**config.mk**
```make
export PLATFORM = sky130hd
export DESIGN_NAME = ahb_slave_mem
export DESIGN_NICKNAME = d
export VERILOG_FILES = /design/src/rtl/ahb_pkg.sv /design/src/rtl/ahb_slave_regfile.sv /design/src/rtl/ahb_slave_mem.sv
export SDC_FILE = /design/constraint.sdc
export NUM_CORES = 1
export LEC_CHECK = 0
export CAP_MARGIN = 20
export CELL_PAD_IN_SITES_DETAIL_PLACEMENT = 1
export CELL_PAD_IN_SITES_GLOBAL_PLACEMENT = 2
export CORE_MARGIN = 2
export CORE_UTILIZATION = 35
export CTS_CLUSTER_SIZE = 25
export DETAILED_ROUTE_END_ITERATION = 10
export GPL_ROUTABILITY_DRIVEN = 0
export PLACE_DENSITY_LB_ADDON = 0.1
export SLEW_MARGIN = 5
export SYNTH_ARGS = -nofsm -noshare
export SYNTH_HDL_FRONTEND = slang
export SYNTH_HIERARCHICAL = 1
export SYNTH_SLANG_ARGS = --single-unit
```
**constraint.sdc**
```tcl
create_clock -name hclk -period 9.9 [get_ports hclk]
set_input_delay 2.97 -clock hclk [delete_from_list [all_inputs] [get_ports hclk]]
set_output_delay 2.97 -clock hclk [all_outputs]
set_load 0.03 [all_outputs]
```
**src/rtl/ahb_pkg.sv**
```systemverilog
// Shared AHB-Lite encodings and responder FSM state type.
package ahb_pkg;

   localparam logic [1:0] HTRANS_IDLE   = 2'b00;
   localparam logic [1:0] HTRANS_BUSY   = 2'b01;
   localparam logic [1:0] HTRANS_NONSEQ = 2'b10;
   localparam logic [1:0] HTRANS_SEQ    = 2'b11;

   localparam logic HRESP_OKAY  = 1'b0;
   localparam logic HRESP_ERROR = 1'b1;

   localparam logic [2:0] HSIZE_BYTE = 3'b000;
   localparam logic [2:0] HSIZE_HALF = 3'b001;
   localparam logic [2:0] HSIZE_WORD = 3'b010;

   typedef enum logic [1:0] {
      StIdle,
      StWait,
      StErr1,
      StErr2
   } slv_state_e;

   // The only hsize accepted is the full data-bus width.
   function automatic logic [2:0] legal_hsize(input int unsigned dw);
      return 3'($clog2(dw / 8));
   endfunction

endpackage

```
**src/rtl/ahb_slave_regfile.sv**
```systemverilog
// Word storage for the AHB responder: synchronous write/clear, combinational read.
module ahb_slave_regfile #(
   parameter int unsigned DATAWIDTH = 16,
   parameter int unsigned ADDRWIDTH = 6,
   parameter int unsigned DEPTH     = 48
) (
   input  logic                 clk,
   input  logic                 rst,
   input  logic                 we,
   input  logic [ADDRWIDTH-1:0] waddr,
   input  logic [DATAWIDTH-1:0] wdata,
   input  logic [ADDRWIDTH-1:0] raddr,
   output logic [DATAWIDTH-1:0] rdata
);

   logic [DATAWIDTH-1:0] mem [DEPTH];

   always_ff @(posedge clk) begin
      if (rst) begin
         for (int i = 0; i < int'(DEPTH); i++) begin
            mem[i] <= '0;
         end
      end else if (we && (32'(waddr) < DEPTH)) begin
         mem[waddr] <= wdata;
      end
   end

   // Out-of-range reads never reach the array; they read as zero.
   always_comb begin
      rdata = '0;
      if (32'(raddr) < DEPTH) begin
         rdata = mem[raddr];
      end
   end

endmodule

```
**src/rtl/ahb_slave_mem.sv**
```systemverilog
// AHB-Lite responder with local word memory, configurable wait states and
// two-cycle ERROR responses for out-of-range addresses or illegal sizes.
module ahb_slave_mem
   import ahb_pkg::*;
#(
   parameter int unsigned DATAWIDTH   = 16,
   parameter int unsigned ADDRWIDTH   = 6,
   parameter int unsigned DEPTH       = 48,
   parameter int unsigned WAIT_STATES = 1
) (
   input  logic                 hclk,
   input  logic                 hrst,
   input  logic                 hsel,
   input  logic [ADDRWIDTH-1:0] haddr,
   input  logic [1:0]           htrans,
   input  logic                 hwrite,
   input  logic [2:0]           hsize,
   input  logic [DATAWIDTH-1:0] hwdata,
   input  logic                 hreadyin,
   output logic                 hready,
   output logic                 hresp,
   output logic [DATAWIDTH-1:0] hrdata
);

   localparam int unsigned CntW      = (WAIT_STATES > 0) ? $clog2(WAIT_STATES + 1) : 1;
   localparam logic [2:0]  LegalSize = legal_hsize(DATAWIDTH);

   slv_state_e           state_q, state_d;
   logic [CntW-1:0]      cnt_q, cnt_d;
   logic [ADDRWIDTH-1:0] addr_q, addr_d;
   logic                 write_q, write_d;
   logic                 dphase_q, dphase_d;

   logic                 accept;
   logic                 err_in;
   logic                 mem_we;
   logic [DATAWIDTH-1:0] mem_rdata;

   // Gating on our own hready keeps a stalled bus from slipping in a capture.
   assign accept = hsel & hreadyin & htrans[1] & hready;
   assign err_in = (32'(haddr) >= DEPTH) | (hsize != LegalSize);

   always_ff @(posedge hclk) begin
      if (hrst) begin
         state_q  <= StIdle;
         cnt_q    <= '0;
         addr_q   <= '0;
         write_q  <= 1'b0;
         dphase_q <= 1'b0;
      end else begin
         state_q  <= state_d;
         cnt_q    <= cnt_d;
         addr_q   <= addr_d;
         write_q  <= write_d;
         dphase_q <= dphase_d;
      end
   end

   always_comb begin
      state_d  = state_q;
      cnt_d    = cnt_q;
      addr_d   = addr_q;
      write_d  = write_q;
      dphase_d = dphase_q;

      unique case (state_q)
         StIdle, StErr2: begin
            state_d = StIdle;
            if (accept) begin
               if (err_in) begin
                  state_d = StErr1;
               end else if (WAIT_STATES > 0) begin
                  state_d = StWait;
                  cnt_d   = CntW'(WAIT_STATES);
               end
            end
         end
         StWait: begin
            cnt_d = cnt_q - CntW'(1);
            if (cnt_q <= CntW'(1)) begin
               state_d = StIdle;
            end
         end
         StErr1: state_d = StErr2;
         default: state_d = StIdle;
      endcase

      // dphase marks an OKAY data phase in flight; it ends on the hready=1 cycle.
      if (accept) begin
         addr_d   = haddr;
         write_d  = hwrite;
         dphase_d = ~err_in;
      end else if (hready) begin
         dphase_d = 1'b0;
      end
   end

   always_comb begin
      hready = 1'b1;
      hresp  = HRESP_OKAY;
      unique case (state_q)
         StIdle: begin
            hready = 1'b1;
            hresp  = HRESP_OKAY;
         end
         StWait: begin
            hready = 1'b0;
            hresp  = HRESP_OKAY;
         end
         StErr1: begin
            hready = 1'b0;
            hresp  = HRESP_ERROR;
         end
         StErr2: begin
            hready = 1'b1;
            hresp  = HRESP_ERROR;
         end
         default: begin
            hready = 1'b1;
            hresp  = HRESP_OKAY;
         end
      endcase
   end

   always_comb begin
      mem_we = dphase_q & write_q & (state_q == StIdle);
      hrdata = '0;
      if (dphase_q && !write_q && (state_q == StIdle)) begin
         hrdata = mem_rdata;
      end
   end

   ahb_slave_regfile #(
      .DATAWIDTH (DATAWIDTH),
      .ADDRWIDTH (ADDRWIDTH),
      .DEPTH     (DEPTH)
   ) u_regfile (
      .clk   (hclk),
      .rst   (hrst),
      .we    (mem_we),
      .waddr (addr_q),
      .wdata (hwdata),
      .raddr (addr_q),
      .rdata (mem_rdata)
   );

endmodule

```
==> summary.md <==
| Metric | Value |
|---|---|
| Status | completed |
| Reg clk slew, reported paths | 0.06 ns |
| # port buffers | 48 |
| Die Wd | 322.4 um |
| Clock sinks | 778 |
| Final WL | 105300 um |
| Total gr overflow | 0 |
| Routed Antenna Nets | 0 |
| Worst vdd ir | 112.1 uV |
| Wire per inst | 28.47 um |
| Fin util | 0.4024 |
| Hold Path Class | reg -> reg |
| CTS Buffer Depth | 3 |
| Data required time of the worst path | 6.93 ns |
| Die Span Y | 322.4 um |
| Mapped Area | 35480 um2 |
| Syn-to-layout area delta | 13.73% |
| Placeable Area | 100300 um2 |
| Final hold violation count | 0 |
| Max Cap Viol | 0 |
| Slowest stage cell, crit path | dfxtp_4 |
| Worst skew pair latency | 0.65 ns |
| Post-CTS setup buffer count | 0 |
| Setup TNS | 0 ns |
| Vias per cell | 5.137 |
| Worst path cell trace | buf_12 -> mux4_2 -> a22oi_1 -> nand2_1 -> a221o_1 -> and2_1 -> clkdlybuf4s50_1 |
| Cell Area, Placed | 37240 um2 |
| 1st-pass router iterations | 4 |
| Via count | 19000 |
| Slew HR | 0.2523 |
| Fillers | 9869 |
| Pins Over Slew Limit | 0 |
| Final setup vio count | 0 |
| DP HPWL | 60540 um |
| CP max FO | 77 |
| Post-synth cell types | 35 |
| Multi-input logic area | 11340 um2 |
| Hold buffers post-CTS | 0 |
| Buf/Inv on CP | 2 |
| CTS-repair resized insts | 0 |
| First-pass GRT wire length | 149600 um |
| Final Non-Filler Cells | 3699 |
| Static Leak | 14.13 nW |
| Crit path DAT | 4.80 ns |
| Mapped Cells | 2266 |
| Vias in the first global route | 20250 |
| Syn Area/Cell | 15.66 um2 |
| Power Total | 7.519 mW |
| Worst clock skew | 0.02588 ns |
| CP Capture Type | primary output |
| Drc violations | 0 |
| Reg area | 23270 um2 |
| H-tree levels | 3 |
| Final Critical Period | 7.773 ns |
| Crit-path leading delay family | buffers and inverters |
| Design area | 40360 um2 |
| Syn Nets | 2301 |
| Nets | 2302 |
| CTS tree | yes |
| Initial DRC count | 1410 |
| # rows | 116 |
| Largest net degree at the start of global routing | 116 |
| Root buffer cell | clkbuf_16 |
| Starting Density | 0.3538 |
| Register bit total from synthesis | 778 |
| Initial antenna violation count | 5 |
| Synth Warn # | 6 |
| Ports | 50 |
| Period utilization | 0.7852 |
| Post-Place Cells | 3526 |
| Die Area | 103900 um2 |
| Peak Freq | 128.6 MHz |
| Post-synthesis sequential area ratio | 0.6556 |
| CTS Buf Count | 90 |
| RSZ-0062 raised after global routing | false |
| Crit Path Class | reg -> out |
| PD cells | 186.3 nW/um2 |
| Gr usage total | 0.2049 |
| Worst-margin pin slew | 1.122 ns |
| CP max stage delay | 0.97 ns |
| Setup crit start kind | flop |
| Share of layout cells above drive strength 1 | 0.2061 |
==> synthesized netlist by cell type, drive strengths merged <==
library cell,n,area (um2)
nand4,2,27.53
nor3,1,5.000
a22oi,62,465.5
o21ai,1,5.000
or3b,1,8.760
a311o,1,10.01
nand2b,3,18.77
nor2b,8,50.05
nand3,4,20.02
or2,49,306.5
and2,785,4911
a221o,16,160.2
buf,39,266.5
a21oi,23,122.6
mux4,208,4684
nand3b,4,30.03
ha,3,37.54
a31oi,2,12.51
clkbuf,165,620.6
and3,3,18.77
and3b,1,8.760
nor3b,1,7.510
nand4b,1,23.77
nand2,47,176.4
dfxtp,10,200.2
edfxtp,768,23060
nor2,54,202.7
and4b,1,10.01
inv,3,11.26
==> worst reg2reg max path, cell delays in order, from the launching register on <==
cell and delay [ns]:
dfxtp_4 0.97, buf_12 0.67, or3b_2 0.72, nor2_2 0.83, or2_2 0.68
==> layout by cell type, fill, tap and decap left out, types with 21 or more instances in the layout <==
cell             count
a21oi_1             21
a22oi_1             62
and2_1             784
buf_4               53
clkbuf_16           94
clkdlybuf4s50_1     31
clkinv_1            23
edfxtp_1           768
mux4_2             208
nand2_1             47
nor2_1              48
or2_2               49
==> area by class of cell <==
| cell class | instances | share of cell area |
|---|---|---|
| multi-input combinational | 1281 | 0.2811 |
| timing repair buffer | 113 | 0.02617 |
| clock inverter | 55 | 0.01383 |
| sequential | 778 | 0.5767 |
| inverter | 3 | 0.0002790 |
| tap | 1357 | 0.04207 |
| antenna | 3 | 0.0001860 |
| clock buffer | 109 | 0.05968 |
==> routing by layer <==
| layer | up-vias | global-route usage | routed length (um) |
|---|---|---|---|
| met1 | 10170 | 0.2784 | 46380 |
| met5 | - | 0 | 0 |
| met4 | 0 | 0.06490 | 2765 |
| li1 | 8356 | - | - |
| met3 | 124 | 0.02574 | 4097 |
| met2 | 350 | 0.3423 | 52070 |
==> kinds of logic after synthesis <==
family,share of synthesized area
muxes,0.1320
and+or+nand+nor,0.1642
DFF,0.6556
AOI/OAI and AO/OA,0.02186
buffers and inverters,0.02532
adders and majority gates,0.001058
==> stage by stage <==
| stage | hold slack, ns | worst slack [ns] |
|---|---|---|
| after floorplan | 0.4448 | 4.551 |
| after global placement | 0.4694 | 2.677 |
| after detailed placement | 0.4735 | 2.675 |
| after CTS | 0.4822 | 1.965 |
| after global routing | 0.5066 | 1.840 |
| final | 0.4771 | 2.127 |
==> state kept, by name, indices dropped and copies added, names as in the netlist <==
signal         cells
write_q            1
addr_q             6
u_regfile/mem    768
dphase_q           1
state_q            2
==> report_power, final <==
part           total (mW)  internal (mW)  leakage, nW  switching [mW]
combinational       0.396          0.127         4.66           0.269
clock                3.37           2.03         1.46            1.34
sequential           3.75           3.72         8.01          0.0335
==> worst paths after layout <==
check | startpoint | to | slack (ns) | cells past startpoint
max | addr_q[0] | hrdata[1] | 2.13 | 7
max reg2reg | addr_q[0] | u_regfile/mem[9][12] | 5.66 | 4
min reg2reg | write_q | write_q | 0.48 | 2
min | write_q | write_q | 0.48 | 2
No activity file was read; power rests on OpenSTA's default activity.
